File: config.mk
export PLATFORM = sky130hd
export DESIGN_NAME = sequenciador_execucao
export DESIGN_NICKNAME = d
export VERILOG_FILES = /design/src/rtl/sequenciador_pkg.sv /design/src/rtl/sequenciador_execucao_detector_borda.sv /design/src/rtl/sequenciador_execucao.sv
export SDC_FILE = /design/constraint.sdc
export NUM_CORES = 1
export LEC_CHECK = 0
export CORE_UTILIZATION = 46
export CTS_CLUSTER_SIZE = 12
export DETAILED_ROUTE_END_ITERATION = 10
export MAX_ROUTING_LAYER = met4
export PLACE_DENSITY_LB_ADDON = 0.3
export SETUP_SLACK_MARGIN = 0.15
export SLEW_MARGIN = 10
export SYNTH_ARGS = -nofsm -noshare
export SYNTH_HDL_FRONTEND = slang
export SYNTH_SLANG_ARGS = --single-unit
File: constraint.sdc
create_clock -name clock -period 2.5 [get_ports clock]
set_clock_uncertainty 0.2 [all_clocks]
set_input_delay 0.25 -clock clock [delete_from_list [all_inputs] [get_ports clock]]
set_output_delay 0.25 -clock clock [all_outputs]
set_load 0.1 [all_outputs]
File: src/rtl/sequenciador_pkg.sv
// Shared definitions for the instruction sequencer: state width and encodings.
package sequenciador_pkg;

  localparam int STATE_W = 3;

  typedef logic [STATE_W-1:0] estado_t;

  localparam estado_t IDLE    = 3'd0;
  localparam estado_t FETCH   = 3'd1;
  localparam estado_t EXEC    = 3'd2;
  localparam estado_t MEM     = 3'd3;
  localparam estado_t WAIT_IO = 3'd4;
  localparam estado_t HALT    = 3'd5;

endpackage

File: src/rtl/sequenciador_execucao_detector_borda.sv
// One-bit rising-edge detector: flags the cycle where the input goes 0 -> 1.
module detector_borda (
  input  logic clock,
  input  logic reset,
  input  logic sinal,
  output logic borda
);

  logic anterior_r;

  // Previous-cycle sample, updated every cycle regardless of FSM state
  always_ff @(posedge clock) begin
    if (reset) begin
      anterior_r <= 1'b0;
    end else begin
      anterior_r <= sinal;
    end
  end

  assign borda = sinal & ~anterior_r;

endmodule

File: src/rtl/sequenciador_execucao.sv
// Multi-cycle sequencer gating PC, IR, register-file and data-memory enables,
// with start/halt control and a wait state for the board's confirm button.
module sequenciador_execucao
  import sequenciador_pkg::*;
#(
  parameter int COUNT_WIDTH  = 16,
  parameter int WAIT_TIMEOUT = 0
) (
  input  logic                   clock,
  input  logic                   reset,
  input  logic                   start,
  input  logic                   is_halt,
  input  logic                   is_input,
  input  logic                   mem_read_req,
  input  logic                   reg_write_req,
  input  logic                   mem_write_req,
  input  logic                   io_confirm,
  output logic                   ir_load,
  output logic                   pc_enable,
  output logic                   reg_write_en,
  output logic                   mem_write_en,
  output logic                   io_wait,
  output logic                   halted,
  output logic [STATE_W-1:0]     estado,
  output logic [COUNT_WIDTH-1:0] instr_count
);

  localparam int TIMER_W = (WAIT_TIMEOUT > 1) ? $clog2(WAIT_TIMEOUT) : 1;
  localparam logic [COUNT_WIDTH-1:0] COUNT_MAX  = {COUNT_WIDTH{1'b1}};
  localparam logic [TIMER_W-1:0]     TIMER_LAST =
    TIMER_W'((WAIT_TIMEOUT > 0) ? (WAIT_TIMEOUT - 1) : 0);

  estado_t                estado_r;
  estado_t                proximo_s;
  logic [COUNT_WIDTH-1:0] count_r;
  logic [TIMER_W-1:0]     timer_r;
  logic                   borda_s;
  logic                   timeout_s;
  logic                   retire_s;
  logic                   pc_en_s;
  logic                   reg_we_s;
  logic                   mem_we_s;

  detector_borda u_detector_borda (
    .clock (clock),
    .reset (reset),
    .sinal (io_confirm),
    .borda (borda_s)
  );

  assign timeout_s = (WAIT_TIMEOUT > 0) && (timer_r == TIMER_LAST);

  // Next-state and retirement decode; the write strobes are Mealy on purpose
  always_comb begin
    proximo_s = estado_r;
    retire_s  = 1'b0;
    pc_en_s   = 1'b0;
    reg_we_s  = 1'b0;
    mem_we_s  = 1'b0;
    case (estado_r)
      IDLE: begin
        if (start) begin
          proximo_s = FETCH;
        end else begin
          proximo_s = IDLE;
        end
      end
      FETCH: begin
        proximo_s = EXEC;
      end
      EXEC: begin
        if (is_halt) begin
          proximo_s = HALT;
        end else if (is_input) begin
          proximo_s = WAIT_IO;
        end else if (mem_read_req) begin
          proximo_s = MEM;
        end else begin
          retire_s  = 1'b1;
          pc_en_s   = 1'b1;
          reg_we_s  = reg_write_req;
          mem_we_s  = mem_write_req;
          proximo_s = FETCH;
        end
      end
      MEM: begin
        retire_s  = 1'b1;
        pc_en_s   = 1'b1;
        reg_we_s  = 1'b1;
        proximo_s = FETCH;
      end
      WAIT_IO: begin
        // A press in the same cycle as the timeout still retires the IN
        if (borda_s) begin
          retire_s  = 1'b1;
          pc_en_s   = 1'b1;
          reg_we_s  = 1'b1;
          proximo_s = FETCH;
        end else if (timeout_s) begin
          proximo_s = HALT;
        end else begin
          proximo_s = WAIT_IO;
        end
      end
      HALT: begin
        proximo_s = HALT;
      end
      default: begin
        proximo_s = IDLE;
      end
    endcase
  end

  // State, saturating retired-instruction counter and WAIT_IO timer
  always_ff @(posedge clock) begin
    if (reset) begin
      estado_r <= IDLE;
      count_r  <= {COUNT_WIDTH{1'b0}};
      timer_r  <= {TIMER_W{1'b0}};
    end else begin
      estado_r <= proximo_s;
      if (retire_s && (count_r != COUNT_MAX)) begin
        count_r <= count_r + {{(COUNT_WIDTH-1){1'b0}}, 1'b1};
      end
      if ((WAIT_TIMEOUT > 0) && (estado_r == WAIT_IO) && (proximo_s == WAIT_IO)) begin
        timer_r <= timer_r + {{(TIMER_W-1){1'b0}}, 1'b1};
      end else begin
        timer_r <= {TIMER_W{1'b0}};
      end
    end
  end

  // Reset masks every output so nothing leaks during the reset cycle
  assign ir_load      = !reset && (estado_r == FETCH);
  assign io_wait      = !reset && (estado_r == WAIT_IO);
  assign halted       = !reset && (estado_r == HALT);
  assign pc_enable    = !reset && pc_en_s;
  assign reg_write_en = !reset && reg_we_s;
  assign mem_write_en = !reset && mem_we_s;
  assign estado       = reset ? IDLE : estado_r;
  assign instr_count  = reset ? {COUNT_WIDTH{1'b0}} : count_r;

endmodule

-- Word-level counts from Yosys, hierarchy flattened
Index checks and enable logic that the tools add are counted.
- register bits: 20
- output and inout bits: 25
- bits of input ports: 9
- logic and storage cells: 42
- $add $sub $neg: 1
- bitwise operators: 2
- reduce and logical (&&, ||, !) cells: 9
- mux-type cells: 21
- eq/ne operators: 6
- operators by type and width (cell ; number):
    one-hot mux 3 bit (6 select lines) ; 1
    adder 16 x 1 -> 16 bit, second input constant ; 1
    2-to-1 mux 16 bit ; 1
    != test 16 bit, second input constant ; 1
    2-to-1 mux 1 bit ; 12
    2-to-1 mux 3 bit ; 4
    logical AND 1 bit ; 7
    == test 3 x 2 -> 1 bit, second input constant ; 2
    == test 3 bit, second input constant ; 2
    one-hot mux 1 bit (3 select lines) ; 2
    == test 3 x 1 -> 1 bit, second input constant ; 1
    logical NOT 3 bit ; 1
    2-to-1 mux 2 bit ; 1
    bitwise AND 1 bit ; 1
    logical NOT 1 bit ; 1
    inverter 1 bit ; 1

-- Logic depth before layout (Yosys ltp)
- word-level depth: 5
- depth in mapped cells: 6
- gate-level depth less buffers: 6

-- Cells and area by module
Synthesis repeated with hierarchy kept, for this count alone.
- cells, all modules: 152
- area, all modules: 1272.5 um^2
- by module, submodules not included (module ; seq. area each (um^2) ; times used ; cells each ; area each (um^2)):
    sequenciador_execucao ; 380.4 ; 1 ; 149 ; 1224.9
    detector_borda ; 20.0 ; 1 ; 3 ; 47.5

-- Worst setup path after synthesis
OpenSTA, ideal clock, no wires.
- path type: register -> output
- start point: register estado_r[1]
- end point: output mem_write_en
- setup slack: -1.230 ns
- required time: 2.050 ns
- data arrival time: 3.280 ns
- path buffers: 1
- stages on the path, launching flop included: 5
- cell sequence: dfxtp_1 > buf_2 > nand2b_4 > or4_4 > nor3b_1
- longest elaborated chain between the ends: 3
- ends and longest elaborated chain (element ; line ; source):
    start: declaration ; sequenciador_execucao.sv:33 ; estado_t estado_r;
    start signal: assignment ; sequenciador_execucao.sv:121 ; estado_r <= proximo_s;
    == test 3 x 2 -> 1 bit ; sequenciador_execucao.sv:60 ; case (estado_r)
    2-to-1 mux 1 bit ; sequenciador_execucao.sv:60 ;
    logical AND 1 bit ; sequenciador_execucao.sv:139 ; assign mem_write_en = !reset && mem_we_s;
    end: declaration ; sequenciador_execucao.sv:21 ; output logic mem_write_en,
Every way passes these cells.

-- Worst setup path after layout
- start point: input io_confirm
- end point: output reg_write_en
- longest elaborated chain between the ends: 4
- ends and longest elaborated chain (element ; line ; source):
    start: declaration ; sequenciador_execucao.sv:17 ; input logic io_confirm,
    bitwise AND 1 bit ; sequenciador_execucao_detector_borda.sv:20 ; assign borda = sinal & ~anterior_r;
    2-to-1 mux 1 bit ; sequenciador_execucao.sv:94 ; if (borda_s) begin
    one-hot mux 1 bit (3 select lines) ; sequenciador_execucao.sv:60 ;
    logical AND 1 bit ; sequenciador_execucao.sv:138 ; assign reg_write_en = !reset && reg_we_s;
    end: declaration ; sequenciador_execucao.sv:20 ; output logic reg_write_en,
Every way passes these cells.

==> impl_metrics.tcl <==
set metrics [dict create \
    cp-end-kind "output pin" \
    drt_iter0_markers 22 \
    dr.pass1.iters 4 \
    drive_above_1_share_pct 39.4 \
    rsz0062_at_grt "no" \
    critPathTopFamily "buffers and inverters" \
    path_max_fanout 3 \
    grt_pass1_wl_um 5060 \
    worstSetupPathType "primary input to output pin" \
    pin_count 34 \
    synth_top_cell_area_share_pct 32.2 \
    synth_common_cells "dfxtp_1, nor2b_1, nor2_1" \
    coreArea_sq_mm 0.00252 \
    ys_ff_latch 20 \
    grt_start_max_net_pins 36 \
    die_area_sq_mm 0.00292 \
    slew-limit-headroom_pct 49.7 \
    synth_most_common_cell "dfxtp_1" \
    worstPathArrival_ps 1810 \
    cap_violations 0 \
    nets 200 \
    hp-class "primary input to flip-flop" \
    syn_avg_cell_area_sq_um 8.24 \
    vdd_drop_max_v 0.000335 \
    clk_pin_slew_ps 100 \
    finalSetupViolCount 0 \
    row_count 18 \
    yosysSeqAreaShare_pct 32.2 \
    period_minus_slack_ps 2260 \
    grtUsageTotal_pct 25.1 \
    finalMaxSlewViolations 0 \
    antenna_found_initial 0 \
    die_h_um 54.0 \
    die_x_um 54.0 \
    cts_sinks 20 \
    min_period_over_period_pct 90.3 \
    status "complete, no violations" \
    synth_top_area_cell "dfxtp_1" \
    post-route-cell-area_sq_mm 0.00177 \
    wl_per_cell_um 13.8 \
    post_cts_buffers 0 \
    grt_pass1_vias 1103 \
    overflow 0 \
    vias 1237 \
    synth_cells 151 \
    ys.flop_type "dfxtp_1" \
    cts_buffers 3 \
    p_leak_uw 0.000713 \
    clock_latency_ps 300 \
    tightest_slew_ps 755 \
    synth-edff-count 0 \
    finalWirelength_um 3010 \
    syn-num-nets 161 \
    syn_to_final_growth_pct 42.6 \
    utilization_pct 70.3 \
    viasPerCell 5.67 \
    start_kind "primary input" \
    yosysWarnings 0 \
    dpl_cell_area_sq_mm 0.00173 \
    tritoncts "yes" \
    path_buf_inv 3 \
    gp_congestion 0.788 \
    fmax_ghz 0.443 \
    drtAntennaViolNets 0 \
    dp_hpwl_um 2320 \
    hold_viol 0 \
    initial_utilization_pct 49.3 \
    portBuffers 33 \
    htree_levels 1 \
    async_reset_ff_share_pct 0 \
    yosysUniqueCellTypes 41 \
    crit_path_cell_trace "clkdlybuf4s50_1 -> or3b_4 -> o22ai_4 -> buf_4 -> a21oi_1 -> nor2_2 -> buf_12" \
    synth_area_leaders "dfxtp_1, nor2b_1, nor2_1, mux2_2, nand2_1" \
    num_antenna_cells 0 \
    crit_slowest_cell "clkdlybuf4s50_1" \
    slowest_delay_ps 470 \
    cts_buffer_depth 2 \
    required_ps 2050 \
    drc 0 \
    total_power_uw 637 \
    p_per_area_mw_per_mm2 359 \
    syn_area_sq_mm 0.00124 \
    cts_root_buffer "clkbuf_4" \
]
==> kinds of logic after synthesis <==
logic type	after synthesis	share of synthesized area, %
buffers and inverters	9	2.82
XOR/XNOR	4	2.82
multiplexers	6	5.43
adder cells (fa/ha/maj)	1	1.01
AND/OR/NAND/NOR	91	44.2
flip-flops	20	32.2
AO/OA/AOI/OAI	20	11.6
==> metal layers <==
metal	global-route usage, %	vias up	wire (um)
met4	6.41	0	29
met2	40.9	25	1510
li1	-	627	-
met1	30.1	581	1350
met5	-	-	0
met3	7.06	4	132
==> flip-flops by register name, summed over array words and instances (netlist names) <==
name / flops
estado_r: 3
count_r: 16
u_detector_borda.anterior_r: 1
==> worst paths after layout <==
path / startpoint / to / slack, ps / cells after the start
hold reg to reg: count_r[10]$_SDFFE_PP0P_ / count_r[10]$_SDFFE_PP0P_ / 340 / 2
setup reg to reg: count_r[0]$_SDFFE_PP0P_ / count_r[15]$_SDFFE_PP0P_ / 310 / 5
hold / removal: is_halt / estado_r[1]$_SDFF_PP0_ / 130 / 4
setup / recovery: io_confirm / reg_write_en / 240 / 7
==> where the power goes <==
part           switching, uW  internal [uW]  total [uW]
Combinational           93.7           54.9         149
Sequential              13.1            326         339
Clock                   93.5           56.2         150
Total                    200            437         637
==> cells in the final DEF, fill, tap and decap left out, types with 3 or more instances in the layout <==
| cell | count |
|---|---|
| nand3_1 | 5 |
| o21ai_0 | 6 |
| buf_12 | 7 |
| a21oi_1 | 3 |
| nor2b_2 | 16 |
| nand2_1 | 14 |
| nor2_2 | 3 |
| buf_4 | 26 |
| mux2_2 | 5 |
| and4_1 | 4 |
| nand4_1 | 4 |
| nor2b_1 | 3 |
| and3_1 | 4 |
| or4_1 | 6 |
| dfxtp_1 | 18 |
| clkdlybuf4s50_1 | 5 |
| clkbuf_4 | 3 |
| nor2_1 | 12 |
==> final cells by class <==
type | instances | area [sq um]
Multi-Input combinational cell | 122 | 887
Clock buffer | 3 | 22.5
Fill cell | 213 | 749
Timing Repair Buffer | 41 | 415
Sequential cell | 20 | 403
Inverter | 2 | 7.51
Tap cell | 30 | 37.5
==> worst reg2reg max path, cell delays in order (launching register included) <==
cell     delay, ps
dfxtp_1        370
ha_1           280
and3_1         200
and4_1         250
or4_1          490
mux2_1         320
==> what timing repair did <==
action,in CTS,in global routing
hold buffers,0,0
setup endpoints to repair,1,2
resized for setup,3,4
pin swaps,1,3
==> stage by stage <==
| stage | setup slack [ps] | hold slack (ps) | instances | setup TNS, ps |
|---|---|---|---|---|
| global route | 168 | 162 | 218 | 0 |
| CTS | 168 | 287 | 218 | 0 |
| finish | 242 | 130 | 218 | 0 |
| detailed placement | -13.9 | 323 | 215 | -17.6 |
| floorplan | -248 | 178 | 151 | -290 |
| global placement | 8.64 | 312 | 215 | 0 |
Note: power is estimated with default switching activity, not from simulation.
